<file path="src/rtl/taxi_sfp_ctrl_pkg.sv">
`default_nettype none
// ============================================================================
//  Module   : taxi_sfp_ctrl_pkg
//  Purpose  : Shared types and helpers for the SFP+ cage management controller.
//             Holds the controller state encoding and a width helper.
//  Revision : 1.0 - initial release
// ============================================================================
package taxi_sfp_ctrl_pkg;

    // Encodings are visible on the 'state' port, so they are fixed values.
    typedef enum logic [2:0] {
        ST_ABSENT      = 3'd0,
        ST_INSERT_WAIT = 3'd1,
        ST_ENABLED     = 3'd2,
        ST_FAULT_HOLD  = 3'd3,
        ST_FAULT_LOCK  = 3'd4,
        ST_DISABLED    = 3'd5
    } sfp_ctrl_state_t;

    // Bits needed to index 'value' distinct codes, never less than one bit.
    function automatic int clog2_min1(input int value);
        return (value <= 1) ? 1 : $clog2(value);
    endfunction

endpackage : taxi_sfp_ctrl_pkg
`default_nettype wire

</file>
<file path="src/rtl/taxi_debounce.sv">
`default_nettype none
// ============================================================================
//  Module   : taxi_debounce
//  Purpose  : Two-flop synchronizer followed by a consecutive-sample debouncer
//             for one asynchronous module pin.
//  Ports    : clk     - core clock
//             rst     - synchronous active-high reset
//             din_i   - raw asynchronous pin
//             dout_o  - debounced, clk-domain level (RST_VAL out of reset)
//  Revision : 1.0 - initial release
// ============================================================================
module taxi_debounce #(
    parameter int   CYC     = 1000,
    parameter logic RST_VAL = 1'b0
) (
    input  logic clk,
    input  logic rst,
    input  logic din_i,
    output logic dout_o
);

    localparam int                 c_CNT_W    = $clog2(CYC + 1);
    localparam logic [c_CNT_W-1:0] c_CNT_LAST = c_CNT_W'(CYC - 1);
    localparam logic [c_CNT_W-1:0] c_CNT_ONE  = c_CNT_W'(1);

    logic               r_sync1;
    logic               r_sync2;
    logic               r_out;
    logic [c_CNT_W-1:0] r_cnt;   // consecutive samples disagreeing with r_out

    always_ff @(posedge clk) begin
        if (rst) begin
            r_sync1 <= RST_VAL;
            r_sync2 <= RST_VAL;
            r_out   <= RST_VAL;
            r_cnt   <= '0;
        end else begin
            r_sync1 <= din_i;
            r_sync2 <= r_sync1;
            if (r_sync2 == r_out) begin
                r_cnt <= '0;
            end else if (r_cnt == c_CNT_LAST) begin
                // This sample is the CYC-th disagreeing one in a row.
                r_out <= r_sync2;
                r_cnt <= '0;
            end else begin
                r_cnt <= r_cnt + c_CNT_ONE;
            end
        end
    end

    assign dout_o = r_out;

endmodule : taxi_debounce
`default_nettype wire

</file>
<file path="src/rtl/taxi_sfp_ctrl.sv">
`default_nettype none
// ============================================================================
//  Module   : taxi_sfp_ctrl
//  Purpose  : Per-cage SFP+ management controller. Debounces the present,
//             fault and LOS pins, sequences TX_DISABLE through insertion,
//             enable, fault retry and lockout, and drives the cage LED.
//  Ports    : clk, rst        - core clock, synchronous active-high reset
//             sfp_npres       - module not-present pin (async)
//             sfp_tx_fault    - module TX fault pin (async)
//             sfp_los         - module loss-of-signal pin (async)
//             tx_enable_req   - management request to enable TX
//             link_up         - PHY block lock / link status
//             sfp_tx_disable  - TX_DISABLE pin drive (1 = disabled)
//             sfp_led         - cage status LED
//             present, los    - debounced module present / LOS
//             state           - controller state encoding
//             retry_cnt       - faults counted since last clear
//  Revision : 1.0 - initial release
// ============================================================================
module taxi_sfp_ctrl
    import taxi_sfp_ctrl_pkg::*;
#(
    parameter int DEBOUNCE_CYC     = 1000,
    parameter int INSERT_DELAY_CYC = 125000,
    parameter int FAULT_HOLD_CYC   = 12500,
    parameter int MAX_RETRIES      = 3,
    parameter int BLINK_CYC        = 12500000
) (
    input  logic                                   clk,
    input  logic                                   rst,
    input  logic                                   sfp_npres,
    input  logic                                   sfp_tx_fault,
    input  logic                                   sfp_los,
    input  logic                                   tx_enable_req,
    input  logic                                   link_up,
    output logic                                   sfp_tx_disable,
    output logic                                   sfp_led,
    output logic                                   present,
    output logic                                   los,
    output logic [2:0]                             state,
    output logic [clog2_min1(MAX_RETRIES+1)-1:0]   retry_cnt
);

    localparam int c_TMR_MAX = (INSERT_DELAY_CYC > FAULT_HOLD_CYC) ?
                               INSERT_DELAY_CYC : FAULT_HOLD_CYC;
    localparam int c_TMR_W   = clog2_min1(c_TMR_MAX + 1);
    localparam int c_RC_W    = clog2_min1(MAX_RETRIES + 1);
    localparam int c_BLINK_W = clog2_min1(BLINK_CYC);

    localparam logic [c_TMR_W-1:0]   c_TMR_INSERT = c_TMR_W'(INSERT_DELAY_CYC);
    localparam logic [c_TMR_W-1:0]   c_TMR_HOLD   = c_TMR_W'(FAULT_HOLD_CYC);
    localparam logic [c_TMR_W-1:0]   c_TMR_ONE    = c_TMR_W'(1);
    localparam logic [c_RC_W-1:0]    c_RC_MAX     = c_RC_W'(MAX_RETRIES);
    localparam logic [c_RC_W-1:0]    c_RC_ONE     = c_RC_W'(1);
    localparam logic [c_BLINK_W-1:0] c_BLINK_LAST = c_BLINK_W'(BLINK_CYC - 1);
    localparam logic [c_BLINK_W-1:0] c_BLINK_ONE  = c_BLINK_W'(1);

    // ------------------------------------------------------------------
    // Pin conditioning
    // ------------------------------------------------------------------
    logic w_npres_db;
    logic w_fault_db;
    logic w_los_db;
    logic w_present;

    taxi_debounce #(.CYC(DEBOUNCE_CYC), .RST_VAL(1'b1)) u_db_npres (
        .clk    (clk),
        .rst    (rst),
        .din_i  (sfp_npres),
        .dout_o (w_npres_db)
    );

    taxi_debounce #(.CYC(DEBOUNCE_CYC), .RST_VAL(1'b0)) u_db_fault (
        .clk    (clk),
        .rst    (rst),
        .din_i  (sfp_tx_fault),
        .dout_o (w_fault_db)
    );

    taxi_debounce #(.CYC(DEBOUNCE_CYC), .RST_VAL(1'b1)) u_db_los (
        .clk    (clk),
        .rst    (rst),
        .din_i  (sfp_los),
        .dout_o (w_los_db)
    );

    assign w_present = ~w_npres_db;

    // ------------------------------------------------------------------
    // Control state machine
    // ------------------------------------------------------------------
    sfp_ctrl_state_t      r_state;
    sfp_ctrl_state_t      w_state_next;
    logic [c_TMR_W-1:0]   r_timer;
    logic [c_TMR_W-1:0]   w_timer_next;
    logic [c_RC_W-1:0]    r_retry;
    logic [c_RC_W-1:0]    w_retry_next;
    logic                 r_tx_disable;
    logic                 r_led;
    logic [c_BLINK_W-1:0] r_blink_cnt;
    logic                 r_phase;

    always_comb begin
        w_state_next = r_state;
        w_timer_next = r_timer;
        w_retry_next = r_retry;

        if (!w_present) begin
            // Removal overrides everything else, including a pending fault.
            w_state_next = ST_ABSENT;
            w_timer_next = '0;
            w_retry_next = '0;
        end else begin
            case (r_state)
                ST_ABSENT: begin
                    w_state_next = ST_INSERT_WAIT;
                    w_timer_next = c_TMR_INSERT;
                end
                ST_INSERT_WAIT: begin
                    if (!tx_enable_req) begin
                        w_state_next = ST_DISABLED;
                        w_timer_next = '0;
                    end else if (r_timer <= c_TMR_ONE) begin
                        w_state_next = ST_ENABLED;
                        w_timer_next = '0;
                    end else begin
                        w_timer_next = r_timer - c_TMR_ONE;
                    end
                end
                ST_ENABLED: begin
                    // A fault wins over a simultaneous request drop.
                    if (w_fault_db) begin
                        if (r_retry == c_RC_MAX) begin
                            w_state_next = ST_FAULT_LOCK;
                        end else begin
                            w_state_next = ST_FAULT_HOLD;
                            w_timer_next = c_TMR_HOLD;
                            w_retry_next = r_retry + c_RC_ONE;
                        end
                    end else if (!tx_enable_req) begin
                        w_state_next = ST_DISABLED;
                    end
                end
                ST_FAULT_HOLD: begin
                    if (!tx_enable_req) begin
                        w_state_next = ST_DISABLED;
                        w_timer_next = '0;
                    end else if (r_timer <= c_TMR_ONE) begin
                        w_state_next = ST_ENABLED;
                        w_timer_next = '0;
                    end else begin
                        w_timer_next = r_timer - c_TMR_ONE;
                    end
                end
                ST_FAULT_LOCK: begin
                    if (!tx_enable_req) begin
                        w_state_next = ST_DISABLED;
                    end
                end
                ST_DISABLED: begin
                    if (tx_enable_req) begin
                        w_state_next = ST_INSERT_WAIT;
                        w_timer_next = c_TMR_INSERT;
                    end
                end
                default: begin
                    w_state_next = ST_ABSENT;
                    w_timer_next = '0;
                    w_retry_next = '0;
                end
            endcase

            // An administrative disable forgives all previous faults.
            if (w_state_next == ST_DISABLED) begin
                w_retry_next = '0;
            end
        end
    end

    always_ff @(posedge clk) begin
        if (rst) begin
            r_state      <= ST_ABSENT;
            r_timer      <= '0;
            r_retry      <= '0;
            r_tx_disable <= 1'b1;
            r_led        <= 1'b0;
            r_blink_cnt  <= '0;
            r_phase      <= 1'b0;
        end else begin
            r_state      <= w_state_next;
            r_timer      <= w_timer_next;
            r_retry      <= w_retry_next;
            // Derived from the next state so the pin never lags 'state'.
            r_tx_disable <= (w_state_next != ST_ENABLED);

            if (r_blink_cnt == c_BLINK_LAST) begin
                r_blink_cnt <= '0;
                r_phase     <= ~r_phase;
            end else begin
                r_blink_cnt <= r_blink_cnt + c_BLINK_ONE;
            end

            case (r_state)
                ST_ABSENT, ST_DISABLED:                     r_led <= 1'b0;
                ST_INSERT_WAIT, ST_FAULT_HOLD, ST_FAULT_LOCK: r_led <= r_phase;
                ST_ENABLED:                                 r_led <= link_up & ~w_los_db;
                default:                                    r_led <= 1'b0;
            endcase
        end
    end

    assign sfp_tx_disable = r_tx_disable;
    assign sfp_led        = r_led;
    assign present        = w_present;
    assign los            = w_los_db;
    assign state          = r_state;
    assign retry_cnt      = r_retry;

endmodule : taxi_sfp_ctrl
`default_nettype wire

</file>
<file path="config.mk">
export PLATFORM = sky130hd
export DESIGN_NAME = taxi_sfp_ctrl
export DESIGN_NICKNAME = d
export VERILOG_FILES = /design/src/rtl/taxi_sfp_ctrl_pkg.sv /design/src/rtl/taxi_debounce.sv /design/src/rtl/taxi_sfp_ctrl.sv
export SDC_FILE = /design/constraint.sdc
export NUM_CORES = 1
export LEC_CHECK = 0
export CAP_MARGIN = 0
export CORE_ASPECT_RATIO = 1.25
export CORE_MARGIN = 8
export CORE_UTILIZATION = 60
export DETAILED_ROUTE_END_ITERATION = 8
export GPL_ROUTABILITY_DRIVEN = 0
export HOLD_SLACK_MARGIN = 0.02
export PLACE_DENSITY = 0.79
export SYNTH_ARGS = -nofsm -noshare
export SYNTH_HDL_FRONTEND = slang
export SYNTH_SLANG_ARGS = --single-unit
</file>
<file path="constraint.sdc">
create_clock -name clk -period 2 [get_ports clk]
set_input_delay 0.4 -clock clk [delete_from_list [all_inputs] [get_ports clk]]
set_output_delay 0.4 -clock clk [all_outputs]
set_load 0.05 [all_outputs]
</file>
==> results.yml, run 1 <==
outcome:
  status: "completed"
global_route:
  first_global_vias: 3259
  gr-usage-all-layers_pct: 16.7
  grt_max_degree: 25
  grt.busiest_layer: "met2"
  grt_overflow: 0
  grt_use_met3_pct: 2.62
  met2_usage_pct: 30.0
  grt_pass1_wl_mm: 13.8
  antenna_found_initial: 0
  use_met1_pct: 18.9
logic_synthesis:
  synthTopCellsByCount: "dfxtp_1, nor2_1, nand2_1"
  synth-edff-count: 0
  yosys.cell_count.top_type: "dfxtp_1"
  ys_ff_latch: 88
  syn_inst: 489
  synthTopCellsByArea: "dfxtp_1, nor2_1, xnor2_1"
  ys_seq_area_share_pct: 42.7
  synth_top_cell_by_area: "dfxtp_1"
  ys_warn_count: 0
  syn_area_mm2: 0.00413
  synthesis.nets: 503
  synth_top_area_share_pct: 42.7
  avgSynthCellArea_um2: 8.44
  synth-async-reset-ratio_pct: 0
  ys.flop_type: "dfxtp_1"
  synth_cell_type_count: 57
sta:
  tightest_slew_ps: 504
  finClkSkew_ps: 5.53
  rsz0062_at_grt: "yes"
  finalHoldViolations: 0
  min_period_ps: 1960
  fin_tns_setup_ps: 0
  max_slew_margin_pct: 66.3
  fin_crit_sh_pct: 97.8
  drv_slew: 0
  setup_violations: 0
  max_freq_mhz: 511
floorplan:
  io_pins: 16
  start_util_pct: 60.7
  die_y_um: 109
  num_rows: 34
  die_area_mm2: 0.00981
  dieWidth_um: 90.2
  coreArea_mm2: 0.00681
cts:
  h-tree-depth: 3
  root_buffer: "clkbuf_8"
  clock_latency_ps: 350
  cts_tree: "done"
  path_clk_slew_ps: 90
  clk_path_buf_depth: 2
  numCtsBuffers: 9
  clock-sinks: 88
critical_path:
  r2r_cells: 8
  crit_chain: "inv_1 > ha_1 > nor4b_4 > buf_4 > nand4_1 > a2111oi_2 > a31oi_1 > a21oi_1"
  path_class: "reg2reg"
  start_kind: "flip-flop"
  ff2ff_setup_slack_ps: 40
  crit_path_end_kind: "flip-flop"
  required_ps: 2290
  arrival_ps: 2240
  critPathMaxFanout: 6
  cp_slowest_stage_delay_ps: 360
  slowest_stage: "dfxtp_1"
  rr_endpoint: "r_timer[12]$_SDFFE_PP0P_"
  timing.rr.start: "r_timer[0]$_SDFFE_PP0P_"
routing:
  routed_wl_mm: 8.11
  ant_nets: 0
  vias: 3478
  drc: 0
  drtIter0Drc: 122
  vias_per_cell: 5.60
  dr.pass1.iters: 4
  post_drt_wl_per_cell_um: 13.1
flow_run:
  cap_violations: 0
min_path:
  min-delay-start: "u_db_los.r_sync1$_SDFF_PP1_"
  hp-class: "reg2reg"
  hold_depth: 1
  hold_end: "u_db_los.r_sync2$_SDFF_PP1_"
power:
  ir_worst_vdd_mv: 0.522
  p_per_area_mw_per_mm2: 656
  power.leakage_nw: 1.75
placed_design:
  port_buffers: 15
  detailed_place.area_mm2: 0.00450
  post-dp-hpwl_mm: 5.89
  dp.cells: 605
layout:
  syn_to_final_growth_pct: 14.8
  fin_cells: 621
  stdcell_area_mm2: 0.00474
  drive_gt1_share_pct: 12.6
  antenna_cells: 0
  final_nets: 540
-- state kept, by name, summed over array words and instances (netlist names) --
register and cells:
r_blink_cnt 24, r_timer 17, u_db_fault.r_cnt 10, u_db_los.r_cnt 10, u_db_npres.r_cnt 10, state 3
retry_cnt 2, r_phase 1, sfp_led 1, sfp_tx_disable 1, u_db_fault.dout_o 1, u_db_fault.r_sync1 1
u_db_fault.r_sync2 1, u_db_los.dout_o 1, u_db_los.r_sync1 1, u_db_los.r_sync2 1, u_db_npres.dout_o 1, u_db_npres.r_sync1 1
u_db_npres.r_sync2 1
-- placed cells by master, fill, tap and decap left out, drive strengths merged, types with 4 or more instances in the layout --
cell type,n
nor4,5
nor3b,4
nand2,45
dfxtp,88
xor2,25
xnor2,30
nor3,21
clkdlybuf4s50,10
a31oi,7
inv,16
buf,28
o21ai,12
and3,10
nor2b,5
clkbuf,10
nand4,18
nand3,20
nand2b,6
a21oi,23
or3,4
ha,7
or2,9
nor2,82
-- worst max-delay path, delay by kind of cell (launching register included) --
| kind | cells | cell delay [ps] |
|---|---|---|
| compound gates | 3 | 590 |
| fa+ha+maj | 1 | 230 |
| buf+inv | 2 | 290 |
| flops | 1 | 360 |
| simple gates | 2 | 430 |
-- cell families after synthesis --
group                    after synthesis  synth area share, %
AO/OA/AOI/OAI                         66                 10.3
XOR/XNOR                              55                 11.7
adder cells (fa/ha/maj)                7                 2.12
buffers and inverters                 27                 3.30
flip-flops                            88                 42.7
multiplexers                           1                0.242
AND/OR/NAND/NOR                      245                 29.7
-- where the power goes --
| group | total [mW] | internal (mW) | switching [mW] |
|---|---|---|---|
| Combinational | 0.0597 | 0.0310 | 0.0287 |
| Sequential | 1.77 | 1.76 | 0.00774 |
| Clock | 1.28 | 0.629 | 0.651 |
-- layer usage --
metal | share of wire [%] | up-vias
met5 | 0 | -
met4 | 2.3 | 0
met3 | 3.4 | 18
met2 | 50 | 49
met1 | 44 | 1636
li1 | - | 1775
-- layout make-up --
cell class	count	area (um^2)
Clock buffer	10	138
Tap cell	90	113
Sequential cell	88	1760
Timing Repair Buffer	40	340
Multi-Input combinational cell	374	2260
Clock inverter	6	73.8
Fill cell	555	2070
Inverter	13	48.8
-- stage by stage --
stage                     power, mW  worst slack, ps  hold slack, ps  util (%)
final                          3.11             44.3             416      69.7
after global routing           3.21            -49.1             439      69.7
after CTS                      3.13             70.8             420      69.2
after detailed placement       1.87             46.8             399      66.1
after global placement         1.87             81.1             393      66.1
after floorplan                1.85             66.3             389         -
-- worst max-delay path by stage --
stage,from,to
3_5_place_dp,tx_enable_req,r_timer[16]$_SDFFE_PP0P_
6_report,r_timer[0]$_SDFFE_PP0P_,r_timer[12]$_SDFFE_PP0P_
5_1_grt,r_timer[0]$_SDFFE_PP0P_,r_timer[12]$_SDFFE_PP0P_
4_1_cts,retry_cnt[0]$_SDFFE_PP0P_,retry_cnt[0]
3_3_place_gp,tx_enable_req,r_timer[16]$_SDFFE_PP0P_
2_1_floorplan,state[2]$_SDFF_PP0_,r_timer[16]$_SDFFE_PP0P_
-- what timing repair did --
| item | in CTS | in global routing |
|---|---|---|
| setup buffers | 0 | 0 |
| endpoints found under the hold margin | 0 | 0 |
| hold buffers | 0 | 0 |
| endpoints found under the setup margin | 2 | 28 |
| resized for setup | 2 | 6 |
No activity file was read; power rests on OpenSTA's default activity.
==> run 2: changes to the inputs <==
Settings changed: CORE_UTILIZATION 60 to 46, CTS_CLUSTER_SIZE set to 25, PLACE_DENSITY 0.79 to not set.
==> run 2 against run 1 <==
Worst setup slack better by 33 ps; worst hold slack worse by 3.6 ps; count of clock-buffer cells in the layout unchanged; core utilization down 15 points; final cell count up 6.3%; largest power group unchanged; highest routed layer unchanged.
==> results.yml, run 2 (synthesis gave the netlist of run 1 again) <==
critical_path:
  slowest_stage: "clkdlybuf4s50_1"
  ff2ff_setup_slack_ps: 130
  critPathMaxFanout: 4
  arrival_ps: 1520
  start_kind: "flip-flop"
  crit_path_end_kind: "primary output"
  worst-path-buf-inv: 1
  required_ps: 1600
  cpLargestDelayFamily: "buffers and inverters"
  crit_chain: "clkdlybuf4s50_1"
  r2r_cells: 6
  rr_endpoint: "r_timer[7]$_SDFFE_PP0P_"
  timing.rr.start: "r_timer[5]$_SDFFE_PP0P_"
  cp_slowest_stage_delay_ps: 810
  path_class: "reg2out"
  cp.depth: 1
sta:
  finClkSkew_ps: 7.15
  tightest_slew_ps: 498
  finalHoldViolations: 0
  rsz0062_at_grt: "no"
  min_period_ps: 1920
  drv_slew: 0
  setup_violations: 0
  max_freq_mhz: 520
  fin_crit_sh_pct: 96.1
  max_slew_margin_pct: 66.7
  fin_tns_setup_ps: 0
layout:
  antenna_cells: 0
  regMostFlops: "r_blink_cnt"
  syn_to_final_growth_pct: 16.1
  final_common_cell: "dfxtp_1"
  final_nets: 549
  reg_top3: "r_blink_cnt x24, r_timer x17"
  final_cell_mix: "dfxtp_1, nor2_1, nand2_1"
  drive_gt1_share_pct: 14.1
  largest_reg_flops: 24
global_route:
  first_global_vias: 3338
  grt_pass1_wl_mm: 15.1
  antenna_found_initial: 0
  grt_overflow: 0
  grt_max_degree: 25
  gr-usage-all-layers_pct: 15.3
power:
  ir_worst_vdd_mv: 0.475
  power_mw: 2.97
  p_per_area_mw_per_mm2: 620
  power.leakage_nw: 1.78
routing:
  post_drt_wl_per_cell_um: 12.8
  vias: 3430
  drc: 0
  dr.pass1.iters: 4
  routed_wl_mm: 8.48
  ant_nets: 0
  vias_per_cell: 5.20
  drtIter0Drc: 91
cts:
  root_buffer: "clkbuf_8"
  clk_path_buf_depth: 2
  cts_tree: "done"
  h-tree-depth: 3
  numCtsBuffers: 9
  clock_latency_ps: 350
  clock-sinks: 88
  hold_buffers: 0
  path_clk_slew_ps: 90
floorplan:
  die_y_um: 122
  start_util_pct: 47.5
  num_rows: 38
  dieWidth_um: 101
  io_pins: 16
  die_area_mm2: 0.0123
  coreArea_mm2: 0.00870
min_path:
  hp-class: "reg2reg"
  min-delay-start: "u_db_los.r_sync1$_SDFF_PP1_"
  hold_depth: 1
  hold_end: "u_db_los.r_sync2$_SDFF_PP1_"
placed_design:
  port_buffers: 15
  post-dp-hpwl_mm: 6.22
outcome:
  status: "completed"
flow_run:
  cap_violations: 0
==> run 2: final cells by class <==
class                   instances  area [um^2]
multi-input cells             374         2240
well taps                     120          150
fillers                       825         3910
inverters                      13         48.8
repair buffers                 49          407
clock buffers                  10          138
flip-flops and latches         88         1760
clock inverters                 6         41.3
==> run 2: routing by layer <==
metal / track usage (%) / vias up / routed length (um)
li1: - / 1794 / -
met1: 18.3 / 1585 / 3910
met2: 25.8 / 43 / 4120
met3: 3.08 / 8 / 316
met4: 6.64 / 0 / 130
met5: 0 / - / 0
==> run 2: per-stage QoR <==
| step | instances | setup slack [ps] | hold slack, ps | instance area [um^2] | utilization (%) |
|---|---|---|---|---|---|
| floorplan | 489 | 66.3 | 389 | 4130 | - |
| global placement | 644 | 62.2 | 392 | 4600 | 52.9 |
| detailed placement | 644 | 55.4 | 393 | 4600 | 52.9 |
| CTS | 660 | 46.9 | 415 | 4780 | 54.9 |
| global route | 660 | 20.7 | 433 | 4790 | 55.1 |
| finish | 660 | 77.7 | 413 | 4790 | 55.1 |
==> run 2: worst max path at each step <==
stage                              startpoint                        to  slack [ps]
floorplan                 state[2]$_SDFF_PP0_  r_timer[16]$_SDFFE_PP0P_          70
global placement                tx_enable_req  r_timer[16]$_SDFFE_PP0P_          60
detailed placement              tx_enable_req  r_timer[16]$_SDFFE_PP0P_          60
CTS                 retry_cnt[0]$_SDFFE_PP0P_              retry_cnt[0]          50
global route          r_timer[5]$_SDFFE_PP0P_   r_timer[7]$_SDFFE_PP0P_          20
finish              retry_cnt[0]$_SDFFE_PP0P_              retry_cnt[0]          80
==> run 2: repair_timing <==
action	in CTS	in global routing
resized for setup	1	4
hold endpoints to repair	0	0
buffers inserted	0	0
endpoints found under the setup margin	1	21
==> run 2: power breakdown <==
group	total, mW	internal [mW]	switching [mW]
combinational	0.0621	0.0319	0.0301
sequential	1.77	1.76	0.00749
clock	1.14	0.490	0.650
